==> config.mk <==
export PLATFORM = sky130hd
export DESIGN_NAME = mem_state_dumper
export DESIGN_NICKNAME = d
export VERILOG_FILES = /design/src/rtl/mem_state_dumper.sv
export SDC_FILE = /design/constraint.sdc
export NUM_CORES = 1
export LEC_CHECK = 0
export CAP_MARGIN = 0
export CORE_ASPECT_RATIO = 0.7
export CORE_MARGIN = 5
export CORE_UTILIZATION = 43
export CTS_CLUSTER_SIZE = 40
export DETAILED_ROUTE_END_ITERATION = 6
export PLACE_DENSITY_LB_ADDON = 0.08
export SETUP_SLACK_MARGIN = 0.1
export SYNTH_ARGS = -nofsm -noshare
export SYNTH_HDL_FRONTEND = slang
export SYNTH_SLANG_ARGS = --single-unit
export TNS_END_PERCENT = 5
==> constraint.sdc <==
create_clock -name clk -period 2.1 [get_ports clk]
set_input_delay 0.21 -clock clk [delete_from_list [all_inputs] [get_ports clk]]
set_output_delay 0.21 -clock clk [all_outputs]
set_load 0.05 [all_outputs]
==> src/rtl/mem_state_dumper.sv <==
// End-of-run state dump engine: walks enabled storage channels word by word and streams
// {channel, byte address, data} records over valid/ready. Optional trailers: DUMP_CHECKSUM_EN.
module mem_state_dumper #(
  parameter int unsigned            NUM_CH  = 4,
  parameter int unsigned            DEPTH   = 64,
  parameter int unsigned            IDX_W   = 6,
  parameter int unsigned            DATA_W  = 32,
  parameter logic [32*NUM_CH-1:0]   CH_BASE = {32'h1001_0000, 32'h0, 32'h1000_0000, 32'h0}
) (
  input  logic              clk,
  input  logic              reset,
  input  logic              start,
  input  logic              abort,
  input  logic [NUM_CH-1:0] ch_mask,
  output logic              rd_en,
  output logic [2:0]        rd_ch,
  output logic [IDX_W-1:0]  rd_idx,
  input  logic [DATA_W-1:0] rd_data,
  output logic              out_valid,
  input  logic              out_ready,
  output logic [2:0]        out_ch,
  output logic [31:0]       out_addr,
  output logic [DATA_W-1:0] out_data,
  output logic              out_last,
  output logic              busy,
  output logic              done
);

  typedef enum logic [2:0] {StIdle, StRd, StCap, StEmit, StDone} state_e;

  state_e              state_q, state_d;
  logic [NUM_CH-1:0]   mask_q, mask_d;
  logic [2:0]          ch_q, ch_d;
  logic [IDX_W-1:0]    idx_q, idx_d;
  logic [2:0]          out_ch_q, out_ch_d;
  logic [31:0]         out_addr_q, out_addr_d;
  logic [DATA_W-1:0]   out_data_q, out_data_d;
  logic                out_last_q, out_last_d;

  logic [2:0]          first_ch, nxt_ch;
  logic                nxt_found;
  logic [31:0]         base, rd_addr;
  logic                last_word, xfer, start_ok, ch_end, trl_start;

  // Lowest enabled channel in the incoming mask, and next enabled channel above ch_q.
  always_comb begin
    first_ch  = '0;
    nxt_ch    = '0;
    nxt_found = 1'b0;
    for (int i = int'(NUM_CH) - 1; i >= 0; i--) begin
      if (ch_mask[i]) first_ch = 3'(i);
      if (mask_q[i] && (i > int'(ch_q))) begin
        nxt_found = 1'b1;
        nxt_ch    = 3'(i);
      end
    end
  end

  always_comb begin
    base = '0;
    for (int i = 0; i < int'(NUM_CH); i++) begin
      if (int'(ch_q) == i) base = CH_BASE[32*i +: 32];
    end
  end

  assign rd_addr   = base + (32'(idx_q) << 2);
  assign last_word = (idx_q == IDX_W'(DEPTH - 1));
  assign xfer      = (state_q == StEmit) && out_ready && !abort;
  assign start_ok  = (state_q == StIdle) && start && !abort;

`ifdef DUMP_CHECKSUM_EN
  logic [DATA_W-1:0] acc_q, acc_d;
  logic              trl_q, trl_d;

  // A channel ends on its trailer; the last data word instead launches the trailer.
  assign ch_end    = trl_q;
  assign trl_start = !trl_q && last_word;

  always_comb begin
    acc_d = acc_q;
    trl_d = trl_q;
    if (start_ok) begin
      acc_d = '0;
      trl_d = 1'b0;
    end
    if ((state_q == StCap) && !abort) acc_d = acc_q ^ rd_data;
    if (xfer) begin
      trl_d = trl_start;
      if (trl_q) acc_d = '0;
    end
    if (abort) trl_d = 1'b0;
  end

  always_ff @(posedge clk or negedge reset) begin
    if (!reset) begin
      acc_q <= '0;
      trl_q <= 1'b0;
    end else begin
      acc_q <= acc_d;
      trl_q <= trl_d;
    end
  end
`else
  assign ch_end    = last_word;
  assign trl_start = 1'b0;
`endif

  // FSM: state register
  always_ff @(posedge clk or negedge reset) begin
    if (!reset) state_q <= StIdle;
    else        state_q <= state_d;
  end

  // FSM: next state
  always_comb begin
    state_d = state_q;
    unique case (state_q)
      StIdle: if (start_ok) state_d = (ch_mask != '0) ? StRd : StDone;
      StRd:   state_d = abort ? StDone : StCap;
      StCap:  state_d = abort ? StDone : StEmit;
      StEmit: begin
        if (abort) begin
          state_d = StDone;
        end else if (out_ready) begin
          if (ch_end)         state_d = nxt_found ? StRd : StDone;
          else if (trl_start) state_d = StEmit;
          else                state_d = StRd;
        end
      end
      StDone:  state_d = StIdle;
      default: state_d = StIdle;
    endcase
  end

  // FSM: outputs
  always_comb begin
    rd_en     = (state_q == StRd);
    rd_ch     = rd_en ? ch_q : 3'd0;
    rd_idx    = rd_en ? idx_q : '0;
    out_valid = (state_q == StEmit);
    busy      = (state_q == StRd) || (state_q == StCap) || (state_q == StEmit);
    done      = (state_q == StDone);
    out_ch    = out_ch_q;
    out_addr  = out_addr_q;
    out_data  = out_data_q;
    out_last  = out_last_q && out_valid;
  end

  // Walk counters and output record registers.
  always_comb begin
    mask_d     = mask_q;
    ch_d       = ch_q;
    idx_d      = idx_q;
    out_ch_d   = out_ch_q;
    out_addr_d = out_addr_q;
    out_data_d = out_data_q;
    out_last_d = out_last_q;
    if (start_ok) begin
      mask_d = ch_mask;
      ch_d   = first_ch;
      idx_d  = '0;
    end
    if ((state_q == StCap) && !abort) begin
      out_ch_d   = ch_q;
      out_addr_d = rd_addr;
      out_data_d = rd_data;
`ifdef DUMP_CHECKSUM_EN
      out_last_d = 1'b0;
`else
      out_last_d = last_word && !nxt_found;
`endif
    end
    if (xfer) begin
      if (trl_start) begin
`ifdef DUMP_CHECKSUM_EN
        out_addr_d = 32'hFFFF_FFFC;
        out_data_d = acc_q;
        out_last_d = !nxt_found;
`endif
      end else if (ch_end) begin
        idx_d = '0;
        if (nxt_found) ch_d = nxt_ch;
      end else begin
        idx_d = idx_q + IDX_W'(1);
      end
    end
  end

  always_ff @(posedge clk or negedge reset) begin
    if (!reset) begin
      mask_q     <= '0;
      ch_q       <= '0;
      idx_q      <= '0;
      out_ch_q   <= '0;
      out_addr_q <= '0;
      out_data_q <= '0;
      out_last_q <= 1'b0;
    end else begin
      mask_q     <= mask_d;
      ch_q       <= ch_d;
      idx_q      <= idx_d;
      out_ch_q   <= out_ch_d;
      out_addr_q <= out_addr_d;
      out_data_q <= out_data_d;
      out_last_q <= out_last_d;
    end
  end

endmodule

==> metrics.md <==
| Metric | Value |
|---|---|
| Reg-to-Reg Start | idx_q[0] |
| Syn_area_per_cell | 12.9 sq um |
| Status | finished, final reports clean |
| Reg clk slew, reported paths | 0.06 ns |
| Worst-Skew Late Latency | roughly 0.33 ns |
| Slew margin rel. | 0.647 |
| Synthesized flop and latch total | a little under 60 |
| Crit path max-delay cell type | dfrtp_2 |
| GRT Residual Overflow | 0 |
| Die area | approximately 8600 sq um |
| Final number of hold-violating endpoints | 0 |
| CTS Buf Count | 9 |
| Synth unique cells | 42 |
| Routed WL | roughly 6500 um |
| Power Density | around 1400 nW/um^2 |
| Sink Count | 59 |
| Via count | slightly above 2000 |
| Clock Tree Buf Depth | 2 |
| Vert. Die Dim | roughly 80 um |
| Post-DP HPWL | 4780 um |
| Die span in x | ~110 um |
| Worst r2r path cells | 5 |
| Fraction of layout instances using a drive strength above 1 | 0.274 |
| Synthesized area | just under 3000 sq um |
| Mapped Cells | between 200 and 250 |
| FF-to-FF setup slack | ~0.34 ns |
| Fillers | around 520 |
| Setup Skew | 0.00330 ns |
| CP Max Fanout | 8 |
| GRT Total Usage | 0.165 |
| Post-synth top area share | 0.501 |
| Setup_tns | 0 ns |
| H-Tree Depth | 3 |
| Seq. cell area | ~1500 sq um |
| Worst Tran Pin Value | slightly above 0.5 ns |
| Nature of the critical path startpoint | flip-flop |
| Crit-path cells | inv_2 > nor3_2 > buf_4 > and2_1 > buf_12 |
| Antenna cells | 0 |
| Vias per std cell | about 4.7 |
| Root buf cell | clkbuf_8 |
| WP buf/inv | 3 |
| WL/cell | ~15 um |
| Final GP Congestion | 0.830 |
| # nets final | between 300 and 400 |
| Buffers on Ports | between 90 and 100 |
| Initial antenna violation count | 0 |
| Post-synthesis sequential area ratio | 0.501 |
| CTS tree | built |
| WP data arrival | about 1.7 ns |
| First-pass DRT Iterations | 4 |
| RSZ-0062 raised after global routing | false |
| I/O Pins | 122 |
| First-pass GRT wire length | 10700 um |
| Async set or reset register ratio after synthesis | 1.00 |
| Worst R2R End | ch_q[1] |
| ANT nets after route | 0 |
| Dpl ws | between 0.1 and 0.15 ns |
| Final Setup Violations | 0 |
| Max Fclk | 536 MHz |
| CORE AREA | 6730 sq um |
| Multi-input combinational cell area | between 1000 and 1500 sq um |
| Worst setup margin | 0.234 ns |
| Number of synthesized flops with an enable pin | 0 |
| DRC | 0 |
| Main synth FF type | dfrtp_1 |
| Largest net degree at the start of global routing | 31 |
| Ys Warns | 0 |
| Crit-path max cell delay | 0.45 ns |
| Critical path class | flip-flop to output port |
| Area growth syn-to-layout | 43.2% |
| Vias in the first global route | about 2100 |
| DRT iter0 DRCs | 81 |
| Max rail drop VDD | between 0.9 and 1 mV |
| Top post-synthesis cells by area | dfrtp_1 (50%), mux2_4 (18%), buf_4 (6.4%) |
| Yosys top cell by area | dfrtp_1 |
| Element type at the critical path end | output port |
| Setup bufs post-CTS | 0 |
| Largest delay share family, worst path | flip-flops |
| Slew Limit Fails | 0 |
| Hold crit path type | input pin to asynchronous set/reset pin |
| MaxCap Viol Count | 0 |
| Starting Density | 0.439 |
| Leakage | between 1.5 and 2 nW |
| Critical path required time | between 1.5 and 2 ns |
| Crit path time final | ~1.9 ns |
| Floorplan row count | 25 |
| Final period util | 0.889 |
## area by class of cell
class	count	area share
Multi-Input combinational cell	156	0.302
Inverter	6	0.00533
Clock buffer	12	0.0391
Tap cell	94	0.0279
Sequential cell	59	0.351
Timing Repair Buffer	103	0.264
Clock inverter	4	0.0113
## cell usage in the layout (no fill, tap or decap), drive strengths merged, types with 2 or more instances in the layout
cell,netlist,routed
clkdlybuf4s50,0,82
dfrtp,59,59
mux2,44,44
conb,1,24
buf,31,20
nor2,14,14
and2,12,12
clkbuf,0,12
o21ai,9,9
nand2,7,7
a21oi,6,6
inv,6,6
nand3,4,4
and3,4,4
nor3,4,4
a31oi,3,3
nor4,3,3
nand2b,2,2
a22o,2,2
clkinv,0,2
## registers in the layout (all words and copies together) (netlist names)
register / count
out_last_q: 1
out_data: 32
out_addr: 8
ch_q: 3
mask_q: 3
idx_q: 6
state_q: 3
out_ch: 3
## synth_stat cells, drive strengths merged (2+ instances only)
| cell | n |
|---|---|
| a22o | 2 |
| mux2 | 44 |
| and3 | 4 |
| nor4 | 3 |
| a31oi | 3 |
| dfrtp | 59 |
| inv | 6 |
| nand2 | 7 |
| buf | 31 |
| and2 | 12 |
| nor2 | 14 |
| nand3 | 4 |
| o21ai | 9 |
| a21oi | 6 |
| nand2b | 2 |
| nor3 | 4 |
## worst reg2reg max path, delay by kind of cell, from the launching register on
kind | cells | cell delay (ns)
AO/OA/AOI/OAI | 2 | 0.67
adder cells (fa/ha/maj) | 1 | 0.21
flip-flops | 1 | 0.43
AND/OR/NAND/NOR | 2 | 0.40
## routing by layer
metal / up-vias / share of wire / global-route usage
li1: 971 / - / -
met1: 961 / 0.46 / 0.225
met2: 91 / 0.42 / 0.217
met3: 6 / 0.12 / 0.101
met4: 0 / 0.0061 / 0.0416
met5: - / 0 / 0
## worst max path at each step
stage,slack [ns],from,end,cells after the start
after floorplan,0.006,state_q[0],rd_ch[0],3
after global placement,0.12,abort,ch_q[1],5
after detailed placement,0.13,abort,ch_q[1],5
after CTS,0.12,state_q[0],rd_idx[0],5
after global routing,0.12,state_q[0],rd_idx[5],5
final,0.23,state_q[0],rd_idx[0],5
## stage by stage
| step | instance area, sq um | instances | utilization | power, mW | hold WS [ns] |
|---|---|---|---|---|---|
| after global placement | 4000 | 417 | 0.594 | 4.83 | 0.0179 |
| after CTS | 4220 | 434 | 0.627 | 5.98 | 0.194 |
| final | 4220 | 434 | 0.628 | 5.91 | 0.205 |
| after floorplan | 3050 | 252 | - | 3.89 | -0.0856 |
| after detailed placement | 4000 | 417 | 0.594 | 4.85 | 0.0246 |
| after global routing | 4220 | 434 | 0.628 | 6.20 | 0.198 |
## cell families after synthesis
family,count (synthesis),share of synthesized area
flip-flops,59,0.501
AO/OA/AOI/OAI,28,0.0619
adder cells (fa/ha/maj),1,0.00424
XOR/XNOR,1,0.00297
AND/OR/NAND/NOR,57,0.111
other,1,0.00127
multiplexers,45,0.217
buffers and inverters,37,0.101
## where the power goes
part | total (mW) | internal (mW) | switching, mW
logic | 3.02 | 1.19 | 1.83
registers | 1.82 | 1.53 | 0.284
clock network | 1.08 | 0.640 | 0.437
total | 5.91 | 3.36 | 2.55
## what timing repair did
| item | CTS | global route |
|---|---|---|
| hold buffers | 1 | 0 |
| hold endpoints to repair | 59 | 0 |
| setup endpoints to repair | 0 | 6 |
| gates resized for setup | 0 | 3 |
Note: power is estimated with default switching activity, not from simulation.
